$ cat config.mk
export PLATFORM = sky130hd
export DESIGN_NAME = aes_input_loader_flat
export DESIGN_NICKNAME = d
export VERILOG_FILES = /design/src/rtl/aes_input_loader_pkg.sv /design/src/rtl/aes_input_loader_if.sv /design/src/rtl/aes_input_loader_shift.sv /design/src/rtl/aes_input_loader.sv /design/src/flat_wrapper.sv
export SDC_FILE = /design/constraint.sdc
export NUM_CORES = 1
export LEC_CHECK = 0
export ABC_AREA = 1
export BUFFER_PORTS_ARGS = -buffer_cell sky130_fd_sc_hd__buf_2
export CAP_MARGIN = 20
export CORE_AREA = 2 2 181 183
export CTS_CLUSTER_DIAMETER = 150
export CTS_CLUSTER_SIZE = 30
export DETAILED_ROUTE_END_ITERATION = 12
export DIE_AREA = 0 0 183 185
export PLACE_DENSITY = 0.63
export SYNTH_ARGS = -nofsm -noshare
export SYNTH_HDL_FRONTEND = slang
export SYNTH_HIERARCHICAL = 1
export SYNTH_SLANG_ARGS = --single-unit
$ cat constraint.sdc
create_clock -name clk -period 3.65 [get_ports clk]
set_clock_uncertainty 0.05 [all_clocks]
set_input_delay 0.1825 -clock clk [delete_from_list [all_inputs] [get_ports clk]]
set_output_delay 0.1825 -clock clk [all_outputs]
set_load 0.01 [all_outputs]
$ cat src/rtl/aes_input_loader_pkg.sv
// Shared definitions for the AES input loader.
// Contents:
//   - command encodings carried on cmd;
//   - loader FSM state codes;
//   - word-counter width helper;
//   - parameter legality checks used at elaboration.
package aes_if_pkg;

   // Command encodings (qualified by cmd_valid)
   localparam logic [1:0] CMD_NOP      = 2'd0;
   localparam logic [1:0] CMD_LOAD_PT  = 2'd1;
   localparam logic [1:0] CMD_LOAD_KEY = 2'd2;
   localparam logic [1:0] CMD_START    = 2'd3;

   // Loader FSM states
   typedef logic [1:0] state_t;
   localparam state_t StIdle    = 2'd0;
   localparam state_t StLoadPt  = 2'd1;
   localparam state_t StLoadKey = 2'd2;
   localparam state_t StRun     = 2'd3;

   // Width of a counter that indexes `words` words; never narrower than one bit.
   function automatic int unsigned cnt_width(input int unsigned words);
      return (words > 1) ? $clog2(words) : 1;
   endfunction

   function automatic bit legal_din_w(input int unsigned din_w);
      return din_w inside {8, 16, 32, 64};
   endfunction

   function automatic bit legal_key_w(input int unsigned key_w, input int unsigned din_w);
      return (key_w inside {128, 192, 256}) && ((key_w % din_w) == 0);
   endfunction

endpackage

$ cat src/rtl/aes_input_loader_if.sv
// Bus between the host/engine side and the AES input loader.
// Signals:
//   cmd_valid/cmd          command strobe and code (host -> loader)
//   din_valid/din          data word strobe and word, MS word first (host -> loader)
//   engine_done            engine finished the current block (engine -> loader)
//   ready, err             accept indication and error pulse (loader -> host)
//   pt_valid, key_valid    complete plaintext / key held (loader -> host)
//   engine_start           one-cycle start pulse (loader -> engine)
//   plain_out, key_out     assembled plaintext and key (loader -> engine)
// Modports: master = host/engine side, slave = loader.
interface aes_input_loader_if #(
   parameter int unsigned DIN_W = 8,
   parameter int unsigned KEY_W = 128
);
   logic             cmd_valid;
   logic [1:0]       cmd;
   logic             din_valid;
   logic [DIN_W-1:0] din;
   logic             engine_done;
   logic             ready;
   logic             err;
   logic             pt_valid;
   logic             key_valid;
   logic             engine_start;
   logic [127:0]     plain_out;
   logic [KEY_W-1:0] key_out;

   modport master (
      output cmd_valid, cmd, din_valid, din, engine_done,
      input  ready, err, pt_valid, key_valid, engine_start, plain_out, key_out
   );

   modport slave (
      input  cmd_valid, cmd, din_valid, din, engine_done,
      output ready, err, pt_valid, key_valid, engine_start, plain_out, key_out
   );
endinterface

$ cat src/rtl/aes_input_loader_shift.sv
// word_shift_loader: W-bit register assembled from DIN_W-bit words, MS word first.
// Ports:
//   clk_i, rst_i   clock and synchronous active-high reset
//   clr_i          clear register and word counter (wins over shift_i)
//   shift_i        shift the register left by DIN_W and insert din_i at the LSBs
//   din_i          incoming word
//   data_o         current register contents
//   at_last_o      counter points at the final word; the next shift completes the register
module word_shift_loader
   import aes_if_pkg::*;
#(
   parameter int unsigned W     = 128,
   parameter int unsigned DIN_W = 8
) (
   input  logic             clk_i,
   input  logic             rst_i,
   input  logic             clr_i,
   input  logic             shift_i,
   input  logic [DIN_W-1:0] din_i,
   output logic [W-1:0]     data_o,
   output logic             at_last_o
);

   localparam int unsigned    Words   = W / DIN_W;
   localparam int unsigned    CntW    = cnt_width(Words);
   localparam logic [CntW-1:0] LastCnt = CntW'(Words - 1);

   logic [W-1:0]    data_q, data_d;
   logic [CntW-1:0] cnt_q, cnt_d;

   // Independent of shift_i so the caller can gate with it without a comb loop.
   assign at_last_o = (cnt_q == LastCnt);
   assign data_o    = data_q;

   always_comb begin
      data_d = data_q;
      cnt_d  = cnt_q;
      if (clr_i) begin
         data_d = '0;
         cnt_d  = '0;
      end else if (shift_i) begin
         data_d = {data_q[W-DIN_W-1:0], din_i};
         // Explicit wrap: Words need not be a power of two (e.g. 192/64).
         cnt_d  = at_last_o ? '0 : cnt_q + CntW'(1);
      end
   end

   always_ff @(posedge clk_i) begin
      if (rst_i) begin
         data_q <= '0;
         cnt_q  <= '0;
      end else begin
         data_q <= data_d;
         cnt_q  <= cnt_d;
      end
   end

endmodule

$ cat src/rtl/aes_input_loader.sv
// aes_input_loader: assembles a 128-bit plaintext and a KEY_W-bit key from a DIN_W-bit bus
// and hands them to the AES engine with a one-cycle start pulse. The key survives
// engine completion so successive blocks can reuse it.
// Ports:
//   clk    system clock, rising edge
//   rst_   synchronous reset, active-high
//   bus    loader side (slave modport) of aes_input_loader_if
module aes_input_loader
   import aes_if_pkg::*;
#(
   parameter int unsigned DIN_W   = 8,
   parameter int unsigned KEY_W   = 128,
   parameter int unsigned BLOCK_W = 128
) (
   input logic                clk,
   input logic                rst_,
   aes_input_loader_if.slave  bus
);

   if (!legal_din_w(DIN_W) || !legal_key_w(KEY_W, DIN_W) || (BLOCK_W != 128))
   begin : g_param_err
      $error("aes_input_loader: illegal DIN_W/KEY_W/BLOCK_W combination");
   end

   state_t state_q, state_d;
   logic   pt_valid_q, pt_valid_d;
   logic   key_valid_q, key_valid_d;
   logic   err_q, err_d;
   logic   start_q, start_d;

   logic               pt_clr, pt_shift, pt_at_last;
   logic               key_clr, key_shift, key_at_last;
   logic [BLOCK_W-1:0] pt_data;
   logic [KEY_W-1:0]   key_data;
   logic               cmd_act;

   // A non-NOP command outside RUN is acted on; inside a load it also aborts that load.
   assign cmd_act = bus.cmd_valid && (bus.cmd != CMD_NOP) && (state_q != StRun);

   word_shift_loader #(
      .W     (BLOCK_W),
      .DIN_W (DIN_W)
   ) u_pt_loader (
      .clk_i     (clk),
      .rst_i     (rst_),
      .clr_i     (pt_clr),
      .shift_i   (pt_shift),
      .din_i     (bus.din),
      .data_o    (pt_data),
      .at_last_o (pt_at_last)
   );

   word_shift_loader #(
      .W     (KEY_W),
      .DIN_W (DIN_W)
   ) u_key_loader (
      .clk_i     (clk),
      .rst_i     (rst_),
      .clr_i     (key_clr),
      .shift_i   (key_shift),
      .din_i     (bus.din),
      .data_o    (key_data),
      .at_last_o (key_at_last)
   );

   always_comb begin
      state_d     = state_q;
      pt_valid_d  = pt_valid_q;
      key_valid_d = key_valid_q;
      err_d       = 1'b0;
      start_d     = 1'b0;
      pt_clr      = 1'b0;
      pt_shift    = 1'b0;
      key_clr     = 1'b0;
      key_shift   = 1'b0;

      unique case (state_q)
         StLoadPt: begin
            if (cmd_act) begin
               // Abort: drop the partial plaintext; din this cycle is ignored.
               err_d  = 1'b1;
               pt_clr = 1'b1;
            end else if (bus.din_valid) begin
               pt_shift = 1'b1;
               if (pt_at_last) begin
                  pt_valid_d = 1'b1;
                  state_d    = StIdle;
               end
            end
         end
         StLoadKey: begin
            if (cmd_act) begin
               err_d   = 1'b1;
               key_clr = 1'b1;
            end else if (bus.din_valid) begin
               key_shift = 1'b1;
               if (key_at_last) begin
                  key_valid_d = 1'b1;
                  state_d     = StIdle;
               end
            end
         end
         StRun: begin
            if (bus.engine_done) begin
               pt_valid_d = 1'b0;
               state_d    = StIdle;
            end
         end
         default: ;
      endcase

      // Command dispatch, shared by IDLE and by an aborted load in the same cycle.
      if (cmd_act) begin
         state_d = StIdle;
         case (bus.cmd)
            CMD_LOAD_PT: begin
               pt_clr     = 1'b1;
               pt_valid_d = 1'b0;
               state_d    = StLoadPt;
            end
            CMD_LOAD_KEY: begin
               key_clr     = 1'b1;
               key_valid_d = 1'b0;
               state_d     = StLoadKey;
            end
            CMD_START: begin
               // An aborted load always has its own flag at 0, so START is refused there.
               if (pt_valid_q && key_valid_q && (state_q == StIdle)) begin
                  start_d = 1'b1;
                  state_d = StRun;
               end else begin
                  err_d = 1'b1;
               end
            end
            default: ;
         endcase
      end
   end

   always_ff @(posedge clk) begin
      if (rst_) begin
         state_q     <= StIdle;
         pt_valid_q  <= 1'b0;
         key_valid_q <= 1'b0;
         err_q       <= 1'b0;
         start_q     <= 1'b0;
      end else begin
         state_q     <= state_d;
         pt_valid_q  <= pt_valid_d;
         key_valid_q <= key_valid_d;
         err_q       <= err_d;
         start_q     <= start_d;
      end
   end

   assign bus.ready        = (state_q != StRun);
   assign bus.err          = err_q;
   assign bus.pt_valid     = pt_valid_q;
   assign bus.key_valid    = key_valid_q;
   assign bus.engine_start = start_q;
   assign bus.plain_out    = pt_data;
   assign bus.key_out      = key_data;

   // The start pulse is only ever raised together with entry into RUN.
   a_start_in_run: assert property (@(posedge clk) start_q |-> (state_q == StRun));
   a_start_no_err: assert property (@(posedge clk) start_q |-> !err_q);

endmodule

$ cat src/flat_wrapper.sv
// flat-port wrapper written by rule: the top's interface ports become plain ports
module aes_input_loader_flat import aes_if_pkg::*;
#(
   parameter int unsigned DIN_W   = 8,
   parameter int unsigned KEY_W   = 128,
   parameter int unsigned BLOCK_W = 128
)
  (clk, rst_, bus_cmd_valid, bus_cmd, bus_din_valid, bus_din, bus_engine_done, bus_ready, bus_err, bus_pt_valid, bus_key_valid, bus_engine_start, bus_plain_out, bus_key_out);
  aes_input_loader_if #(.DIN_W(DIN_W), .KEY_W(KEY_W)) bus_i ();
  input logic clk;
  input logic rst_;
  input wire logic [$bits(bus_i.cmd_valid)-1:0] bus_cmd_valid;
  input wire logic [$bits(bus_i.cmd)-1:0] bus_cmd;
  input wire logic [$bits(bus_i.din_valid)-1:0] bus_din_valid;
  input wire logic [$bits(bus_i.din)-1:0] bus_din;
  input wire logic [$bits(bus_i.engine_done)-1:0] bus_engine_done;
  output wire logic [$bits(bus_i.ready)-1:0] bus_ready;
  output wire logic [$bits(bus_i.err)-1:0] bus_err;
  output wire logic [$bits(bus_i.pt_valid)-1:0] bus_pt_valid;
  output wire logic [$bits(bus_i.key_valid)-1:0] bus_key_valid;
  output wire logic [$bits(bus_i.engine_start)-1:0] bus_engine_start;
  output wire logic [$bits(bus_i.plain_out)-1:0] bus_plain_out;
  output wire logic [$bits(bus_i.key_out)-1:0] bus_key_out;
  assign bus_i.cmd_valid = bus_cmd_valid;
  assign bus_i.cmd = bus_cmd;
  assign bus_i.din_valid = bus_din_valid;
  assign bus_i.din = bus_din;
  assign bus_i.engine_done = bus_engine_done;
  assign bus_ready = bus_i.ready;
  assign bus_err = bus_i.err;
  assign bus_pt_valid = bus_i.pt_valid;
  assign bus_key_valid = bus_i.key_valid;
  assign bus_engine_start = bus_i.engine_start;
  assign bus_plain_out = bus_i.plain_out;
  assign bus_key_out = bus_i.key_out;
  aes_input_loader #(.DIN_W(DIN_W), .KEY_W(KEY_W), .BLOCK_W(BLOCK_W)) u_core (.clk(clk), .rst_(rst_), .bus(bus_i));
endmodule
==> results of run 1 <==
[worst reg2reg max path: stages (launching register included)]
cell     delay [ns]
dfxtp_1        0.39
ha_1           0.27
nor2_4         0.08
nand2_4        0.11
inv_1          0.08
nor3_2         0.40
buf_12         0.41
nand3_1        0.20
o21ai_0        0.25
nor2_1         0.08
[where the power goes]
part | switching (mW) | total [mW] | internal [mW]
combinational | 0.239 | 0.370 | 0.131
clock | 0.896 | 1.54 | 0.644
sequential | 0.0591 | 3.07 | 3.02
[flip-flops by register name, summed over array words and instances (netlist names)]
register and count:
u_core/state_q 2, u_core/bus.pt_valid 1, u_core/bus.err 1, u_core/bus.engine_start 1
u_core/bus.key_valid 1, u_core/u_key_loader/cnt_q 4, u_core/u_key_loader/data_o 128, u_core/u_pt_loader/data_o 128
u_core/u_pt_loader/cnt_q 4
[final cells by class]
type | count | area [um^2]
clock buffer | 13 | 325
fill | 3393 | 20200
inverter | 18 | 82.6
multi-input combinational | 853 | 3890
sequential | 270 | 5410
tap | 408 | 510
timing repair buffer | 299 | 1630
[layer usage]
metal  track usage [%]  wire (um)  share of wire, %
met5                 0         13             0.049
met4              2.66        421               1.6
met3              3.56       1620               6.2
met2              24.9      11900                45
met1              19.6      12400                47
[cell families after synthesis]
logic type | after synthesis
AO/OA/AOI/OAI | 273
XOR/XNOR | 2
adder cells (fa/ha/maj) | 6
buffers and inverters | 104
flip-flops | 270
AND/OR/NAND/NOR | 572
[per-stage QoR]
stage / area [um^2] / cells / hold slack [ns] / utilization, %
floorplan: 10100 / 1227 / 0.261 / -
global placement: 11400 / 1835 / 0.377 / 35.5
detailed placement: 11400 / 1835 / 0.381 / 35.5
CTS: 11800 / 1861 / 0.00657 / 37.0
global route: 11800 / 1861 / 0.0423 / 37.0
finish: 11800 / 1861 / 0.0335 / 37.0
[cells in the mapped netlist, types with 2 or more instances]
library cell | instances | area, um^2
nor2_1 | 445 | 1670
dfxtp_1 | 270 | 5410
o21ai_0 | 266 | 1330
nor2_2 | 84 | 526
clkbuf_1 | 28 | 105
nand2_1 | 25 | 93.8
buf_2 | 24 | 120
buf_8 | 14 | 210
inv_1 | 13 | 48.8
buf_12 | 10 | 200
nand3_1 | 7 | 35.0
a21oi_1 | 6 | 30.0
buf_6 | 6 | 67.6
ha_1 | 6 | 75.1
inv_2 | 3 | 11.3
and3_1 | 2 | 12.5
buf_1 | 2 | 7.51
clkbuf_2 | 2 | 10.0
inv_8 | 2 | 22.5
nand4_1 | 2 | 12.5
nor2_4 | 2 | 22.5
nor3_1 | 2 | 10.0
xnor2_1 | 2 | 17.5
[worst paths after layout]
kind / start / depth (start not counted) / slack, ns / end
setup reg to reg: u_core/state_q[1]$_SDFFE_PP0P_ / 9 / 1.23 / u_core/u_key_loader/cnt_q[3]$_SDFFE_PP0P_
hold / removal: rst_ / 4 / 0.03 / u_core/bus.engine_start$_SDFF_PP0_
setup / recovery: u_core/state_q[1]$_SDFFE_PP0P_ / 9 / 1.23 / u_core/u_key_loader/cnt_q[3]$_SDFFE_PP0P_
hold reg to reg: u_core/bus.key_valid$_SDFF_PP0_ / 2 / 0.43 / u_core/bus.key_valid$_SDFF_PP0_
[timing repair]
action / CTS / global route
hold endpoints to repair: 22 / 0
hold buffers: 13 / 0
endpoints found under the setup margin: 0 / 0
==> results.py, run 1 <==
metrics = {
    "clock_network": {
        "cts_resized": 0,
        "h-tree-depth": 1,
        "clock_sinks": 270,
        "root_buffer": "clkbuf_16",
        "postCtsSetupRepairBufs": 0,
        "clk_pin_slew_ns": 0.12,
        "numCtsBuffers": 12,
        "cts_tree": "built",
        "cts_max_path_buffers": 3,
        "clkLatencyLatePin_ns": 0.48,
    },
    "setup_path": {
        "crit_path_top_delay_cell": "buf_12",
        "cpPeakStageDelay_ns": 0.41,
        "arrival_ns": 2.76,
        "worstPathCellList": "ha_1, nor2_4, nand2_4, inv_1, nor3_2, buf_12, nand3_1, o21ai_0, nor2_1",
        "required_ns": 3.99,
        "cp-end-kind": "register",
        "critical_path_class": "reg -> reg",
        "cp-start-kind": "register",
        "path_buf_inv": 2,
        "critical-path-top-delay-family": "simple AND/OR/NAND/NOR gates",
        "cp_max_fo": 133,
    },
    "cells_and_area": {
        "nNetsFinal": 1475,
        "drive_gt1_share_pct": 27.2,
        "syn_to_final_growth_pct": 17.5,
        "diodes": 0,
        "final_cell_mix": "nor2_1 (445), buf_2 (275), dfxtp_1 (270), o21ai_0 (266), nor2_2 (82)",
        "final_common_cell": "nor2_1",
    },
    "sta": {
        "layout_setup_ws_ns": 1.23,
        "finalCriticalPeriod_ns": 2.42,
        "slew_viol_final": 0,
        "totalNegativeSetupSlack_ns": 0,
        "rsz0062_at_grt": "no",
        "tightest_slew_ns": 0.951,
        "max_freq_mhz": 413,
        "finalSetupViolations": 0,
        "fin_crit_sh_pct": 66.3,
        "slew_headroom_pct": 36.6,
        "hold_viol": 0,
    },
    "routing": {
        "route.vias.total": 8664,
        "drt-initial-drc-count": 588,
        "wirelength_mm": 26.3,
        "ant_nets": 0,
        "drcViolationCount": 0,
        "firstDrtPassIters": 4,
        "viasPerCell": 4.66,
        "wl_per_cell_um": 14.2,
    },
    "outcome": {
        "outcome": "completed",
    },
    "global_routing": {
        "grt_overflow": 0,
        "antenna_found_initial": 1,
        "grt_max_degree": 134,
        "grt_pass1_vias": 8184,
        "grt_pass1_wl_mm": 42.3,
        "track_usage_pct": 14.8,
    },
    "yosys": {
        "synth-adder-area-share_pct": 0.745,
        "ys_ff_latch": 270,
        "dominantRegCellSynth": "dfxtp_1",
        "synth-xor-area-share_pct": 0.174,
        "synthArstFlopShare_pct": 0,
        "synthMuxAreaShare_pct": 0,
        "synth_area_um2": 10100,
        "synth_compound_area_share_pct": 13.6,
        "syn_nets": 1248,
        "yosys_warnings": 6,
        "netlist_instances": 1227,
        "avgSynthCellArea_um2": 8.21,
        "synth_top_family_by_area": "simple AND/OR/NAND/NOR gates",
        "synth_cell_types": 27,
        "synth_seq_area_share_pct": 53.6,
        "synth_edf_count": 0,
        "synth_simple_gate_area_share_pct": 23.9,
    },
    "placed_design": {
        "place.gp.congestion": 0.775,
        "pre_cts_ws_ns": 1.19,
        "port-buffer-count": 275,
        "dp_hpwl_mm": 17.3,
    },
    "die": {
        "rows": 66,
        "ios": 276,
        "dieArea_um2": 33900,
        "die_y_um": 185,
        "initial_core_util_pct": 31.5,
        "core-area_um2": 32000,
        "fp.dieW_um": 183,
    },
    "power": {
        "leakagePower_nw": 6.28,
        "power_density_nw_per_um2": 421,
        "power_mw": 4.99,
        "peakVddDrop_mv": 0.240,
    },
    "min_path": {
        "min_path_type": "in -> reg",
    },
    "flow_run": {
        "drv_cap": 0,
    },
}
Power figures use the tool's default switching activity.
==> run 2, diff against run 1 <==
==> constraint.sdc (replaced) <==
create_clock -name clk -period 2.23 [get_ports clk]
set_clock_uncertainty 0.05 [all_clocks]
set_input_delay 0.1115 -clock clk [delete_from_list [all_inputs] [get_ports clk]]
set_output_delay 0.1115 -clock clk [all_outputs]
set_load 0.01 [all_outputs]
==> results.py, run 2 (same netlist as run 1, synthesis figures left out) <==
metrics = {
    "clock_network": {
        "h-tree-depth": 1,
        "numCtsBuffers": 12,
        "cts_max_path_buffers": 3,
        "clkLatencyLatePin_ns": 0.49,
        "clock_sinks": 270,
        "cts_tree": "built",
        "clk_pin_slew_ns": 0.12,
        "root_buffer": "clkbuf_16",
    },
    "global_routing": {
        "grt_max_degree": 116,
        "grt_pass1_wl_mm": 42.6,
        "grt_overflow": 0,
        "track_usage_pct": 15.0,
        "antenna_found_initial": 1,
        "grt_pass1_vias": 8155,
    },
    "power": {
        "peakVddDrop_mv": 0.530,
        "power_mw": 8.22,
        "power_density_nw_per_um2": 672,
        "leakagePower_nw": 6.46,
    },
    "setup_path": {
        "cpPeakStageDelay_ns": 0.35,
        "cp-end-kind": "register",
        "crit_path_top_delay_cell": "dfxtp_1",
        "critical_path_class": "reg -> reg",
        "arrival_ns": 2.47,
        "worstPathCellList": "ha_2, nor2_4, nand2_4, inv_1, nor3_2, buf_12, inv_8, buf_4, nor2_2, nor2_1",
        "required_ns": 2.61,
        "cp_max_fo": 77,
        "cp-start-kind": "register",
    },
    "placed_design": {
        "pre_cts_ws_ns": 0.116,
        "dp_hpwl_mm": 18.0,
        "port-buffer-count": 275,
        "place.gp.congestion": 0.800,
        "dp.cells": 1852,
    },
    "cells_and_area": {
        "syn_to_final_growth_pct": 21.3,
        "final_common_cell": "nor2_1",
        "final_core_util_pct": 38.2,
        "nNetsFinal": 1498,
        "final_cell_mix": "nor2_1 (445), buf_2 (275), dfxtp_1 (270), o21ai_0 (264), nor2_2 (82)",
        "fillers": 3330,
        "drive_gt1_share_pct": 28.2,
        "fin_cells": 1885,
    },
    "sta": {
        "max_freq_mhz": 479,
        "totalNegativeSetupSlack_ns": 0,
        "fin_crit_sh_pct": 93.5,
        "slew_viol_final": 0,
        "tightest_slew_ns": 0.476,
        "layout_setup_ws_ns": 0.144,
        "finalCriticalPeriod_ns": 2.09,
        "slew_headroom_pct": 68.3,
        "rsz0062_at_grt": "no",
        "finalSetupViolations": 0,
        "hold_viol": 0,
    },
    "die": {
        "rows": 66,
        "initial_core_util_pct": 31.5,
        "ios": 276,
        "core-area_um2": 32000,
        "die_y_um": 185,
        "fp.dieW_um": 183,
        "dieArea_um2": 33900,
    },
    "routing": {
        "drt-initial-drc-count": 519,
        "route.vias.total": 8758,
        "wl_per_cell_um": 14.5,
        "drcViolationCount": 0,
        "ant_nets": 0,
        "firstDrtPassIters": 5,
        "viasPerCell": 4.65,
        "wirelength_mm": 27.3,
    },
    "min_path": {
        "min_path_type": "in -> reg",
    },
    "flow_run": {
        "drv_cap": 0,
    },
    "outcome": {
        "outcome": "completed",
    },
}
[run 2: layer usage]
| metal | routed length (um) | share of wire (%) | vias to the layer above | global-route usage [%] |
|---|---|---|---|---|
| li1 | - | - | 4403 | - |
| met1 | 12400 | 46 | 4096 | 20.1 |
| met2 | 12500 | 46 | 240 | 24.5 |
| met3 | 1960 | 7.2 | 19 | 3.87 |
| met4 | 411 | 1.5 | 0 | 2.53 |
| met5 | 0 | 0 | - | 0 |
[run 2: path summary, 6_finish.rpt]
check        depth (start not counted)                                     endpoint                       startpoint  slack, ns
min                                  6              u_core/bus.key_valid$_SDFF_PP0_                    bus_cmd_valid       0.14
max reg2reg                         10  u_core/u_key_loader/data_o[31]$_SDFFE_PP0P_   u_core/state_q[0]$_SDFFE_PP0P_       0.14
min reg2reg                          2              u_core/bus.key_valid$_SDFF_PP0_  u_core/bus.key_valid$_SDFF_PP0_       0.43
max                                 10  u_core/u_key_loader/data_o[31]$_SDFFE_PP0P_   u_core/state_q[0]$_SDFFE_PP0P_       0.14
[run 2: critical path: cells and delay by family (launching register included)]
family                     cells  cell delay (ns)
adders and majority gates      1             0.22
buffers and inverters          4             0.86
DFF                            1             0.35
and+or+nand+nor                5             0.46
[run 2: final cells by class]
| class | instances | area [um^2] | area share, % |
|---|---|---|---|
| clock buffers | 13 | 325 | 2.66 |
| diodes | 1 | 2.50 | 0.0205 |
| inverters | 18 | 87.6 | 0.716 |
| repair buffers | 322 | 2010 | 16.4 |
| well taps | 408 | 510 | 4.17 |
| multi-input cells | 853 | 3890 | 31.8 |
| flip-flops and latches | 270 | 5410 | 44.2 |
[run 2: stage by stage]
step / hold slack (ns) / instance area [um^2]
6_report: 0.136 / 12200
5_1_grt: 0.144 / 12200
4_1_cts: 0.0987 / 12100
3_5_place_dp: 0.308 / 11600
3_3_place_gp: 0.304 / 11600
2_1_floorplan: 0.190 / 10100
[run 2: repair_timing]
action,CTS,global route
endpoints found under the hold margin,22,0
hold buffers,16,0
buffers inserted,0,0
setup endpoints to repair,0,166
gates resized for setup,0,10
[run 2: power by group]
part / leakage [nW] / total, mW / switching, mW / internal (mW)
Clock: 0.160 / 2.54 / 1.48 / 1.06
Combinational: 4.11 / 0.653 / 0.403 / 0.250
Sequential: 2.18 / 5.03 / 0.0961 / 4.94
Total: 6.46 / 8.22 / 1.98 / 6.24
